### src/rtl/scan_display_mux.sv
`default_nettype none
// ============================================================================
// scan_display_mux : N-digit multiplexed 7-segment driver with hex decode,
//                    PWM brightness and leading-zero blanking.  Rev 1.0
// ============================================================================
module scan_display_mux #(
  parameter int unsigned DIGITS         = 4,
  parameter int unsigned CLK_DIV        = 1024,
  parameter bit          SEL_ACTIVE_LOW = 1'b1,
  parameter bit          SEG_ACTIVE_LOW = 1'b1
) (
  input  logic                  clk,
  input  logic                  rst,
  input  logic                  en,
  input  logic [4*DIGITS-1:0]   digits_i,
  input  logic [DIGITS-1:0]     dp_i,
  input  logic                  blank_lz,
  input  logic [3:0]            brightness,
  output logic [DIGITS-1:0]     select,
  output logic [7:0]            segment,
  output logic                  frame_start
);

  localparam int unsigned   CNT_W     = $clog2(CLK_DIV);
  localparam int unsigned   IDX_W     = $clog2(DIGITS);
  localparam logic [CNT_W:0] SLOT_UNIT = (CNT_W+1)'(CLK_DIV / 16);

  logic [CNT_W-1:0]      cnt_q, cnt_d;
  logic [IDX_W-1:0]      idx_q, idx_d;
  logic [4*DIGITS-1:0]   dig_sh_q, dig_sh_d;
  logic [DIGITS-1:0]     dp_sh_q, dp_sh_d;
  logic                  blz_sh_q, blz_sh_d;
  logic                  en_prev_q, en_prev_d;
  logic [DIGITS-1:0]     select_q, select_d;
  logic [7:0]            segment_q, segment_d;
  logic                  frame_start_q, frame_start_d;

  logic                  tick, wrap, pwm_on, zero_above, cur_dp, cur_blank;
  logic [3:0]            cur_nib;
  logic [CNT_W:0]        on_thr;
  logic [DIGITS-1:0]     sel_raw;
  logic [7:0]            seg_raw;

  function automatic logic [6:0] hex7(input logic [3:0] n);
    case (n)
      4'h0: hex7 = 7'h3F;  4'h1: hex7 = 7'h06;  4'h2: hex7 = 7'h5B;  4'h3: hex7 = 7'h4F;
      4'h4: hex7 = 7'h66;  4'h5: hex7 = 7'h6D;  4'h6: hex7 = 7'h7D;  4'h7: hex7 = 7'h07;
      4'h8: hex7 = 7'h7F;  4'h9: hex7 = 7'h6F;  4'hA: hex7 = 7'h77;  4'hB: hex7 = 7'h7C;
      4'hC: hex7 = 7'h39;  4'hD: hex7 = 7'h5E;  4'hE: hex7 = 7'h79;  default: hex7 = 7'h71;
    endcase
  endfunction

  // Current-digit view of the shadow data; blanking scans from the top digit down
  always_comb begin
    cur_nib    = 4'h0;
    cur_dp     = 1'b0;
    cur_blank  = 1'b0;
    zero_above = 1'b1;
    sel_raw    = '0;
    on_thr     = ({{(CNT_W-3){1'b0}}, brightness} + (CNT_W+1)'(1)) * SLOT_UNIT;
    pwm_on     = ({1'b0, cnt_q} < on_thr);
    for (int i = DIGITS-1; i >= 0; i--) begin
      zero_above = zero_above && (dig_sh_q[4*i +: 4] == 4'h0);
      if (idx_q == IDX_W'(i)) begin
        cur_nib    = dig_sh_q[4*i +: 4];
        cur_dp     = dp_sh_q[i];
        cur_blank  = blz_sh_q && (i != 0) && zero_above;
        sel_raw[i] = pwm_on;
      end
    end
    seg_raw = {cur_dp, cur_blank ? 7'h00 : hex7(cur_nib)};
  end

  always_comb begin
    tick      = (cnt_q == CNT_W'(CLK_DIV - 1));
    wrap      = tick && (idx_q == IDX_W'(DIGITS - 1));
    cnt_d     = cnt_q;
    idx_d     = idx_q;
    dig_sh_d  = dig_sh_q;
    dp_sh_d   = dp_sh_q;
    blz_sh_d  = blz_sh_q;
    en_prev_d = en;
    if (!en) begin
      cnt_d    = '0;
      idx_d    = '0;
      dig_sh_d = digits_i;
      dp_sh_d  = dp_i;
      blz_sh_d = blank_lz;
    end else begin
      cnt_d = tick ? '0 : cnt_q + CNT_W'(1);
      if (tick) idx_d = wrap ? '0 : idx_q + IDX_W'(1);
      if (wrap) begin
        dig_sh_d = digits_i;
        dp_sh_d  = dp_i;
        blz_sh_d = blank_lz;
      end
    end
    select_d      = (en ? sel_raw : '0) ^ {DIGITS{SEL_ACTIVE_LOW}};
    segment_d     = (en ? seg_raw : 8'h00) ^ {8{SEG_ACTIVE_LOW}};
    // A fresh frame starts after a wrap or after the scan is re-enabled
    frame_start_d = en && (wrap || !en_prev_q) && !frame_start_q;
  end

  always_ff @(posedge clk) begin
    if (rst) begin
      cnt_q         <= '0;
      idx_q         <= '0;
      dig_sh_q      <= '0;
      dp_sh_q       <= '0;
      blz_sh_q      <= 1'b0;
      en_prev_q     <= 1'b0;
      select_q      <= {DIGITS{SEL_ACTIVE_LOW}};
      segment_q     <= {8{SEG_ACTIVE_LOW}};
      frame_start_q <= 1'b0;
    end else begin
      cnt_q         <= cnt_d;
      idx_q         <= idx_d;
      dig_sh_q      <= dig_sh_d;
      dp_sh_q       <= dp_sh_d;
      blz_sh_q      <= blz_sh_d;
      en_prev_q     <= en_prev_d;
      select_q      <= select_d;
      segment_q     <= segment_d;
      frame_start_q <= frame_start_d;
    end
  end

  assign select      = select_q;
  assign segment     = segment_q;
  assign frame_start = frame_start_q;

endmodule
`default_nettype wire

### config.mk
export PLATFORM = sky130hd
export DESIGN_NAME = scan_display_mux
export DESIGN_NICKNAME = d
export VERILOG_FILES = /design/src/rtl/scan_display_mux.sv
export SDC_FILE = /design/constraint.sdc
export NUM_CORES = 1
export LEC_CHECK = 0
export ABC_AREA = 1
export CAP_MARGIN = 10
export CORE_UTILIZATION = 48
export CTS_BUF_LIST = sky130_fd_sc_hd__clkbuf_4 sky130_fd_sc_hd__clkbuf_8 sky130_fd_sc_hd__clkbuf_16
export CTS_CLUSTER_SIZE = 14
export DETAILED_ROUTE_END_ITERATION = 10
export PLACE_DENSITY = 0.75
export RECOVER_POWER = 50
export SETUP_SLACK_MARGIN = 0.3
export SLEW_MARGIN = 5
export SYNTH_ARGS = -nofsm -noshare
export SYNTH_HDL_FRONTEND = slang
export SYNTH_SLANG_ARGS = --single-unit
### constraint.sdc
create_clock -name clk -period 2.1 [get_ports clk]
set_clock_uncertainty 0.2 [all_clocks]
set_input_delay 0.525 -clock clk [delete_from_list [all_inputs] [get_ports clk]]
set_output_delay 0.525 -clock clk [all_outputs]
set_load 0.005 [all_outputs]
* Word level (Yosys, flattened, before mapping)
Memories as Yosys holds them, arrays and structs flattened. Cells that the tools add are included.
Word-level totals: bits of input ports 28, output and inout port bits 13, logic and storage cells 65, flip-flop bits (word level) 47, ROM bits 112, memories kept 1
Memory list:
- (no name shown) | words 16, bits a word 7, read ports 1, clocked after Yosys merged registers in 0, wr ports 0, line 45 | case (n)
Cells by class: bitwise gates (word level) 3, order comparisons 1, eq/ne operators 5, reduce and logical (&&, ||, !) cells 17, $add $sub $neg 3, muxes and demuxes 26
Operators with widths (count):
- 16-bit 2-to-1 mux | 2
- 4-bit 2-to-1 mux | 7
- 1-bit 2-to-1 mux | 14
- 4-bit logical NOT | 3
- 10-bit by 11-bit less-than comparator with 1-bit output | 1
- 10-bit by 1-bit adder with 10-bit output, second input constant | 1
- 10-bit == test, second input constant | 1
- 1-bit logical AND | 8
- 8-bit 2-to-1 mux | 1
- 8-bit inverter | 1
- 7-bit 2-to-1 mux | 1
- 4-bit by 1-bit adder with 5-bit output, second input constant | 1
- 2-bit == test, second input constant | 2
- 4-bit inverter | 1
- 3-bit OR reduction | 1
- 2-bit by 1-bit adder with 2-bit output, second input constant | 1
- 2-bit by 1-bit == test with 1-bit output, second input constant | 1
- 1-bit logical NOT | 2
- 2-bit logical NOT | 1
- 2-bit 2-to-1 mux | 1
- 2-bit by 1-bit != test with 1-bit output, second input constant | 1
- 2-bit OR reduction | 1
- 1-bit logical OR | 1
- 1-bit inverter | 1

* Depth between registers and ports, before layout
Gate-level depths: netlist of the first run.
depth in word-level cells 9, depth in mapped cells 14, mapped depth without buffers 13

* Least setup slack after synthesis of the first run
No wires, ideal clock.
path type register to register, start reg idx_q[0], end reg segment_q[1], in the netlist segment[1], cell stages (with the launch flop) 13, path buffers 1, slack 109 ps, setup time 113 ps, arrival time 1677 ps, cell sequence dfxtp_1 -> inv_1 -> ha_1 -> buf_4 -> nor2_4 -> nand3_1 -> nand3_1 -> nand2_1 -> ha_1 -> nand3_1 -> nor2_1 -> nor2_1 -> nand2_1
On the way: longest elaborated chain between the ends 9
Ends and longest elaborated chain:
- start: declaration | line 29 | logic [IDX_W-1:0] idx_q, idx_d;
- start signal: assignment | line 117 | idx_q <= idx_d;
- 2-bit == test | line 64 | if (idx_q == IDX_W'(i)) begin
- 4-bit 2-to-1 mux (4 in a row) | line 64
- memory 16 x 7 bit
- 7-bit 2-to-1 mux * | line 71 | seg_raw = {cur_dp, cur_blank ? 7'h00 : hex7(cur_nib)};
- 8-bit 2-to-1 mux * | line 99 | segment_d = (en ? seg_raw : 8'h00) ^ {8{SEG_ACTIVE_LOW}};
- 8-bit inverter (no line) *
- end signal: assignment | line 113 | segment_q <= {8{SEG_ACTIVE_LOW}};
- end signal: assignment | line 123 | segment_q <= segment_d;
- end: declaration | line 35 | logic [7:0] segment_q, segment_d;
Mark *: on every way between the ends. The rest lies on a longest branch, timed or not. A chain may end at the register's enable or synchronous reset.

* Worst setup path in the final report of the first run
start reg idx_q[0], end reg segment_q[0], in the netlist segment[0]
The elaborated chain is that of the path after synthesis.

==> results of run 1 <==
[worst register-to-register path: stages (launching register included)]
cell	delay, ns
dfxtp_4	0.41
inv_6	0.05
ha_4	0.19
nor2_4	0.16
nand3_2	0.10
nand3_2	0.09
nand2_4	0.10
ha_2	0.20
inv_1	0.07
nand3_1	0.11
nand3_1	0.15
nand3_2	0.07
[metal layers]
| metal | up-vias | wire (µm) | global-route usage [%] |
|---|---|---|---|
| li1 | 1268 | - | - |
| met1 | 1091 | 2660 | 28.3 |
| met2 | 59 | 3190 | 36.5 |
| met3 | 6 | 218 | 4.10 |
| met4 | 0 | 49 | 6.17 |
| met5 | - | 0 | 0 |
[through the flow]
stage          setup WS [ns]  utilization, %
3_3_place_gp          -0.310            60.4
2_1_floorplan          0.240               -
3_5_place_dp          -0.398            60.4
5_1_grt              0.00925            68.4
4_1_cts                0.208            65.1
6_report              0.0917            68.4
[flip-flops by register name, indices dropped and copies added (netlist names)]
| name | flops |
|---|---|
| frame_start | 1 |
| en_prev_q | 1 |
| idx_q | 2 |
| segment | 8 |
| cnt_q | 10 |
| blz_sh_q | 1 |
| dp_sh_q | 4 |
| dig_sh_q | 16 |
| select | 4 |
[logic make-up (layout without fill, tap and decap cells)]
| family | Yosys count | count (layout) | share of synthesized area [%] |
|---|---|---|---|
| DFF | 47 | 47 | 36.4 |
| xor gates and xnor gates | 6 | 6 | 2.03 |
| and+or+nand+nor | 189 | 189 | 33.2 |
| buffers and inverters | 65 | 122 | 12.4 |
| adders and majority gates | 15 | 15 | 7.25 |
| AOI/OAI and AO/OA | 41 | 41 | 8.70 |
[synthesized netlist by cell type, types with 2 or more instances]
| library cell | number | area (µm²) |
|---|---|---|
| o21ai_0 | 5 | 25.0 |
| buf_6 | 7 | 78.8 |
| nand2_1 | 69 | 259 |
| nor2_4 | 2 | 22.5 |
| ha_1 | 15 | 188 |
| dfxtp_1 | 47 | 941 |
| o211ai_1 | 2 | 15.0 |
| a21oi_1 | 31 | 155 |
| inv_1 | 48 | 180 |
| buf_1 | 2 | 7.51 |
| nand3_1 | 57 | 285 |
| nand2_2 | 3 | 18.8 |
| buf_2 | 3 | 15.0 |
| nor2_1 | 49 | 184 |
| xor2_1 | 5 | 43.8 |
| nor3_1 | 2 | 10.0 |
| nand3_2 | 3 | 30.0 |
| buf_4 | 3 | 22.5 |
[final timing paths]
kind	from	end	slack, ns	cells past startpoint
worst min register to register	frame_start	frame_start	0.21	1
worst min-delay path	frame_start	frame_start	0.21	1
worst max register to register	idx_q[0]	segment[0]	0.09	11
worst max-delay path	idx_q[0]	segment[0]	0.09	11
[report_power, final]
part	internal, mW	total [mW]	switching (mW)
logic	0.153	0.318	0.165
registers	0.931	0.953	0.0218
clock network	0.385	0.689	0.303
total	1.47	1.96	0.490
[timing repair]
action | CTS | global route
gates resized for setup | 41 | 37
endpoints found under the setup margin | 24 | 21
pin swaps | 16 | 22
setup buffers | 8 | 11
hold buffers | 0 | 0
gates cloned | 0 | 0
[layout make-up]
cell class	count	area (µm²)	area share, %
Tap cell	70	87.6	2.49
Inverter	49	201	5.73
Timing Repair Buffer	65	588	16.7
Sequential cell	47	948	27.0
Clock inverter	2	35.0	0.997
Clock buffer	6	82.6	2.35
Multi-Input combinational cell	251	1570	44.7
==> flow_summary.yaml, run 1 <==
layout:
  most_used_cells_in_the_layout_excluding_fill_and_tap_cells: "nand2_1, nor2_1, dfxtp_1, nand3_1, inv_1"
  syn_to_final_growth_pct: 35.8
  num-nets-final: 462
  post-route-cell-area_um2: 3510
  final_cells: 490
  final_common_cell: "nand2_1"
  final.fill_count: 449
  antenna-diode-count: 0
  drive_above_1_share_pct: 22.9
sta:
  worst_rel_slew_slack_pct: 73.4
  hold_viol_final: 0
  fin_hold_ws_ns: 0.207
  achievable-frequency_mhz: 498
  pins_over_slew_limit: 0
  layout_worst_path_cycle_share_pct: 95.6
  grt_setup_unrepaired: "true"
  worst_pin_slew_ns: 0.399
  fin_crit_ns: 2.01
  setup_violations: 0
  setup-tns-final_ns: 0
clock_tree:
  cts_sinks: 47
  cts.root.buffer_cell: "clkbuf_8"
  tritoncts.num_buffers: 5
  tritoncts_clock_tree: "yes"
  worst_skew_pair_latency_ns: 0.30
  clock_tree.buffer_depth: 2
  cts_htree_levels: 2
  cts.clk_slew.worst_paths_ns: 0.09
yosys:
  synth_seq_area_share_pct: 36.4
  synth_fp_nets: 406
  postSynth.asyncResetShare_pct: 0
  yosysWarningCount: 0
  synth-main-ff-cell: "dfxtp_1"
  postSynthCellCount: 363
  synth_enable_flop_cells: 0
  avg_cell_area_syn_um2: 7.13
  ys_types: 28
  post_synth_instance_area_um2: 2590
  synthesis_stage_register_bit_count: 47
critical_path:
  endpoint_kind: "flip-flop"
  cp.required_ns: 2.09
  crit_buf_inv: 2
  slowest_stage: "dfxtp_4"
  worst_path_most_repeated_cell: "nand3_2"
  critical_path.top_delay_family: "simple AND/OR/NAND/NOR gates"
  criticalPathCategory: "flip-flop to flip-flop"
  worst-endpoint-arrival_ns: 2.00
  timing.critical_path.fanout_max: 7
  path_cells: "inv_6 > ha_4 > nor2_4 > nand3_2 > nand3_2 > nand2_4 > ha_2 > inv_1 > nand3_1 > nand3_1 > nand3_2"
  timing.critical_path.slowest_cell_delay_ns: 0.41
  start_kind: "flip-flop"
place:
  count_of_port_buffers_added_during_placement: 40
  gpl.final_weighted_congestion: 0.855
  hpwlAfterDp_mm: 3.82
  numPlacedInstances: 463
  detailed_place.area_um2: 3110
routing:
  drt_first_pass_iters: 4
  antenna_left: 0
  remaining_drc_errors: 0
  drt-vias-per-instance: 4.95
  drt_iter0_drc: 93
  num_vias: 2424
  detail_route.wl_per_cell_um: 12.5
  drt-total-wl_mm: 6.11
floorplan:
  die_area_um2: 5690
  die-width_um: 75.4
  placeableCoreArea_um2: 5140
  initial_core_util_pct: 50.3
  placement_rows: 26
  die_height_um: 75.4
  boundaryPins: 41
global_route:
  globalRouteOverflowTotal: 0
  grt_first_pass_wirelength_mm: 9.33
  global_route.usage.total_pct: 21.6
  grt_antenna_before_repair: 0
  first_global_vias: 2117
  grt_max_degree: 44
power:
  total_power_mw: 1.96
  power_per_cell_area_nw_per_um2: 557
  p_leak_nw: 1.55
  max-vdd-ir-drop_v: 0.000373
job:
  max_cap_viol_count: 0
outcome:
  run_status: "finished, final reports clean"
hold_path:
  hold_class: "flip-flop to flip-flop"
No activity file was read; power rests on OpenSTA's default activity.
==> run 2, diff against run 1 <==
==> constraint.sdc (replaced) <==
create_clock -name clk -period 2.1 [get_ports clk]
set_clock_uncertainty 0.2 [all_clocks]
set_input_delay 0.42 -clock clk [delete_from_list [all_inputs] [get_ports clk]]
set_output_delay 0.42 -clock clk [all_outputs]
set_load 0.005 [all_outputs]
==> flow_summary.yaml, run 2 (synthesized netlist as in run 1, its figures left out) <==
power:
  max-vdd-ir-drop_v: 0.000324
  seq_power_share_pct: 50.5
  p_int_mw: 1.39
  p_leak_nw: 1.57
  power_per_cell_area_nw_per_um2: 524
  total_switching_power_mw: 0.501
  switching_share_pct: 26.5
  combPwrFrac_pct: 17.4
  pwr-share-clk_pct: 32.1
critical_path:
  cp.required_ns: 2.09
  worst-endpoint-arrival_ns: 1.99
  criticalPathCategory: "flip-flop to flip-flop"
  worst_path_most_repeated_cell: "nand3_2"
  start_kind: "flip-flop"
  critPathLaunch: "idx_q[1]"
  timing.critical_path.fanout_max: 7
  slowest_stage: "dfxtp_4"
  rr_startpoint: "idx_q[1]"
  endpoint_kind: "flip-flop"
  path_cells: "inv_4 > ha_4 > nor2_4 > nand3_2 > nand3_2 > nand2_4 > ha_4 > nand3_4 > nand3_2 > nand3_2"
  worst-r2r-cell-count: 10
  timing.critical_path.slowest_cell_delay_ns: 0.39
floorplan:
  die_height_um: 75.4
  die_area_um2: 5690
  die-width_um: 75.4
  boundaryPins: 41
  placement_rows: 26
  placeableCoreArea_um2: 5140
  initial_core_util_pct: 50.3
sta:
  worst_pin_slew_ns: 0.485
  hold_viol_final: 0
  grt_setup_unrepaired: "true"
  fin_hold_ws_ns: 0.214
  pins_over_slew_limit: 0
  post-route-worst-setup-slack_ns: 0.102
  layout_worst_path_cycle_share_pct: 95.1
  setup_violations: 0
  worst_rel_slew_slack_pct: 67.6
  achievable-frequency_mhz: 501
  fin_crit_ns: 2.00
layout:
  num-nets-final: 466
  drive_above_1_share_pct: 25.0
  number_of_flip_flops_under_the_largest_register_name: 16
  antenna-diode-count: 0
  syn_to_final_growth_pct: 39.4
  most_used_cells_in_the_layout_excluding_fill_and_tap_cells: "nand2_1, nor2_1, dfxtp_1, nand3_1, inv_1"
  final_cells: 494
  max_flop_register: "dig_sh_q"
  final_common_cell: "nand2_1"
  final.fill_count: 415
  postLayoutCoreUtil_pct: 70.2
hold_path:
  min_from: "frame_start"
  hold_class: "flip-flop to flip-flop"
  holdPathStages: 1
global_route:
  grt_antenna_before_repair: 0
  globalRouteOverflowTotal: 0
  global_route.usage.total_pct: 22.0
  grt_max_degree: 43
  first_global_vias: 2049
  grt_first_pass_wirelength_mm: 9.37
clock_tree:
  tritoncts_clock_tree: "yes"
  tritoncts.num_buffers: 5
  cts_htree_levels: 2
  clock_tree.buffer_depth: 2
  cts.clk_slew.worst_paths_ns: 0.09
  cts.root.buffer_cell: "clkbuf_8"
  worst_skew_pair_latency_ns: 0.30
  cts_sinks: 47
routing:
  remaining_drc_errors: 0
  drt_iter0_drc: 108
  drt-total-wl_mm: 6.44
  drt-vias-per-instance: 5.05
  drt_first_pass_iters: 4
  detail_route.wl_per_cell_um: 13.0
  num_vias: 2494
  antenna_left: 0
place:
  count_of_port_buffers_added_during_placement: 40
  gpl.final_weighted_congestion: 0.919
  hpwlAfterDp_mm: 3.83
  numPlacedInstances: 464
  pre_cts_worst_setup_slack_ns: -0.281
job:
  max_cap_viol_count: 0
outcome:
  run_status: "finished, final reports clean"
[run 2: cell types whose count changed in the layout (fill, tap and decap cells not counted), moves of 2 or more]
cell | before | now
clkbuf_1 | 0 | 2
clkdlybuf4s50_1 | 23 | 35
dlygate4sd2_1 | 14 | 1
ha_1 | 4 | 6
ha_2 | 3 | 1
inv_2 | 4 | 2
inv_4 | 5 | 8
nand3_1 | 42 | 40
nor2_1 | 49 | 45
nor2_2 | 1 | 4
[run 2: layout make-up]
| cell class | count | area, µm² | area share, % |
|---|---|---|---|
| Tap cell | 70 | 87.6 | 2.43 |
| Multi-Input combinational cell | 252 | 1630 | 45.1 |
| Inverter | 49 | 209 | 5.79 |
| Timing Repair Buffer | 68 | 629 | 17.4 |
| Clock inverter | 1 | 7.51 | 0.208 |
| Clock buffer | 7 | 96.3 | 2.67 |
| Sequential cell | 47 | 950 | 26.3 |
[run 2: power groups by stage]
stage | clock network (mW) | registers (mW) | logic, mW
2_1_floorplan | 0 | 0.971 | 0.173
3_3_place_gp | 0 | 0.974 | 0.271
3_5_place_dp | 0 | 0.975 | 0.278
4_1_cts | 0.610 | 0.952 | 0.305
5_1_grt | 0.657 | 0.959 | 0.365
6_report | 0.608 | 0.954 | 0.329
[run 2: routing by layer]
metal  global-route usage, %  up-vias  share of wire [%]
met4                    7.20        0                1.0
li1                        -     1275                  -
met3                    6.08        8                4.6
met5                       0        -                  0
met1                    29.4     1146                 43
met2                    34.3       65                 51
[run 2: what timing repair did]
| item | 4_1_cts | 5_1_grt |
|---|---|---|
| endpoints found under the setup margin | 11 | 36 |
| setup buffers | 12 | 9 |
| gates resized for setup | 37 | 44 |
| pin swaps | 24 | 21 |
| hold buffers | 0 | 0 |
| cloned | 0 | 1 |
[run 2: stage by stage]
| step | power [mW] | setup TNS, ns | cell area (µm²) |
|---|---|---|---|
| final | 1.89 | 0 | 3610 |
| after global routing | 1.98 | 0 | 3610 |
| after CTS | 1.87 | 0 | 3430 |
| after detailed placement | 1.25 | -1.11 | 3070 |
| after global placement | 1.25 | -0.725 | 3070 |
| after floorplan | 1.14 | 0 | 2660 |
[run 2: worst paths after layout]
kind                      end  slack [ns]
setup / recovery   segment[3]        0.10
setup reg to reg   segment[3]        0.10
hold / removal    frame_start        0.21
hold reg to reg   frame_start        0.21
[run 2: worst max-delay path, delay by kind of cell (launching register included)]
| family | cells | cell delay [ns] |
|---|---|---|
| and+or+nand+nor | 7 | 0.76 |
| DFF | 1 | 0.39 |
| buffers and inverters | 1 | 0.06 |
| adders and majority gates | 2 | 0.49 |
==> run 3, diff against run 2 <==
- CORE_MARGIN: default -> 8
==> flow_summary.yaml, run 3 (synthesized netlist as in run 1, its figures left out) <==
routing:
  remaining_drc_errors: 0
  drt-total-wl_mm: 5.98
  num_vias: 2395
  drt_iter0_drc: 112
  antenna_left: 0
  drt_first_pass_iters: 5
  drt-vias-per-instance: 4.92
  detail_route.wl_per_cell_um: 12.3
global_route:
  grt_max_degree: 44
  first_global_vias: 2254
  global_route.usage.total_pct: 15.3
  globalRouteOverflowTotal: 0
  grt_antenna_before_repair: 0
  grt_first_pass_wirelength_mm: 9.78
place:
  detailed_place.area_um2: 3070
  count_of_port_buffers_added_during_placement: 40
  hpwlAfterDp_mm: 4.01
  gpl.final_weighted_congestion: 0.936
  numPlacedInstances: 464
power:
  pwr-share-clk_pct: 30.5
  max-vdd-ir-drop_v: 0.000319
  p_leak_nw: 1.52
  total_power_mw: 1.82
  switching_share_pct: 26.2
  combPwrFrac_pct: 17.1
  seq_power_share_pct: 52.4
  power_per_cell_area_nw_per_um2: 525
  total_switching_power_mw: 0.475
  p_int_mw: 1.34
critical_path:
  start_kind: "flip-flop"
  endpoint_kind: "flip-flop"
  worst-endpoint-arrival_ns: 1.98
  timing.critical_path.fanout_max: 8
  critical_path.top_delay_family: "simple AND/OR/NAND/NOR gates"
  worst-r2r-cell-count: 13
  timing.critical_path.slowest_cell_delay_ns: 0.38
  worst_path_most_repeated_cell: "inv_4"
  path_cells: "inv_4 > ha_4 > nand2_1 > inv_1 > nor2_1 > nand3_2 > nand2_4 > inv_4 > ha_4 > inv_4 > nand3_2 > nand3_1 > nand3_1"
  crit_buf_inv: 4
  criticalPathCategory: "flip-flop to flip-flop"
  r2r_end: "segment[0]"
  rr_startpoint: "idx_q[1]"
  cp.required_ns: 2.09
  worst-r2r-setup-slack_ns: 0.11
  slowest_stage: "dfxtp_4"
hold_path:
  holdPathStages: 1
  min_from: "frame_start"
  hold-path-endpoint: "frame_start"
  hold_class: "flip-flop to flip-flop"
clock_tree:
  clock_tree.buffer_depth: 2
  cts_sinks: 47
  tritoncts_clock_tree: "yes"
  cts.root.buffer_cell: "clkbuf_8"
  cts_hold_repair.buffers: 0
  cts.clk_slew.worst_paths_ns: 0.09
  worst_skew_pair_latency_ns: 0.31
  tritoncts.num_buffers: 5
  cts_htree_levels: 2
layout:
  number_of_flip_flops_under_the_largest_register_name: 16
  antenna-diode-count: 0
  final_cells: 487
  num-nets-final: 460
  most_used_cells_in_the_layout_excluding_fill_and_tap_cells: "nand2_1, nor2_1, nand3_1, dfxtp_1, inv_1"
  max_flop_register: "dig_sh_q"
  post-route-cell-area_um2: 3460
  final.fill_count: 438
  drive_above_1_share_pct: 20.9
  syn_to_final_growth_pct: 33.6
  final_common_cell: "nand2_1"
sta:
  worst_pin_slew_ns: 0.441
  setup_violations: 0
  grt_setup_unrepaired: "true"
  pins_over_slew_limit: 0
  worst_rel_slew_slack_pct: 70.5
  achievable-frequency_mhz: 502
  setup-tns-final_ns: 0
  fin_crit_ns: 1.99
  layout_worst_path_cycle_share_pct: 94.9
  hold_viol_final: 0
floorplan:
  boundaryPins: 41
  placeableCoreArea_um2: 5170
  die-width_um: 89.4
  placement_rows: 26
  die_height_um: 89.4
  initial_core_util_pct: 50.0
  die_area_um2: 8000
job:
  max_cap_viol_count: 0
outcome:
  run_status: "finished, final reports clean"
-- run 3: per-stage QoR --
stage / setup slack, ns / hold slack [ns] / utilization [%]
floorplan: 0.236 / 0.212 / -
global placement: -0.181 / 0.209 / 59.3
detailed placement: -0.278 / 0.226 / 59.3
CTS: 0.201 / 0.238 / 64.9
global route: 0.0384 / 0.263 / 66.8
finish: 0.108 / 0.236 / 66.8
-- run 3: cell type report --
class                      count  area (µm²)  share of cell area, %
tap                           70        87.6                   2.53
multi-input combinational    252        1580                   45.7
timing repair buffer          62         553                   16.0
inverter                      49         201                   5.83
sequential                    47         948                   27.4
clock inverter                 1        5.00                  0.145
clock buffer                   6        82.6                   2.39
-- run 3: worst max-delay path by stage --
stage,from,end,slack [ns],cells past startpoint
after floorplan,idx_q[0],segment[3],0.24,12
after global placement,brightness[0],select[0],-0.18,8
after detailed placement,brightness[0],select[0],-0.28,8
after CTS,idx_q[1],segment[5],0.20,13
after global routing,cnt_q[0],dig_sh_q[14],0.04,7
final,idx_q[1],segment[0],0.11,13
-- run 3: power groups by stage --
stage	Sequential, mW	Clock [mW]	Combinational, mW
after global placement	0.973	0	0.271
after detailed placement	0.974	0	0.278
after CTS	0.951	0.564	0.297
after global routing	0.958	0.613	0.348
after floorplan	0.971	0	0.173
final	0.952	0.554	0.310
-- run 3: timing repair --
action                                  4_1_cts  5_1_grt
pin swaps                                    18       10
setup buffers                                 7        8
endpoints found under the setup margin       11       23
gates resized for setup                      37       27
cloned                                        0        1
-- run 3: routing by layer --
layer	part of all wire, %	vias up	global-route usage [%]
met5	0	-	0
met4	1.8	0	5.44
met3	4.7	12	3.49
met2	50	65	26.4
met1	43	1058	18.1
li1	-	1260	-
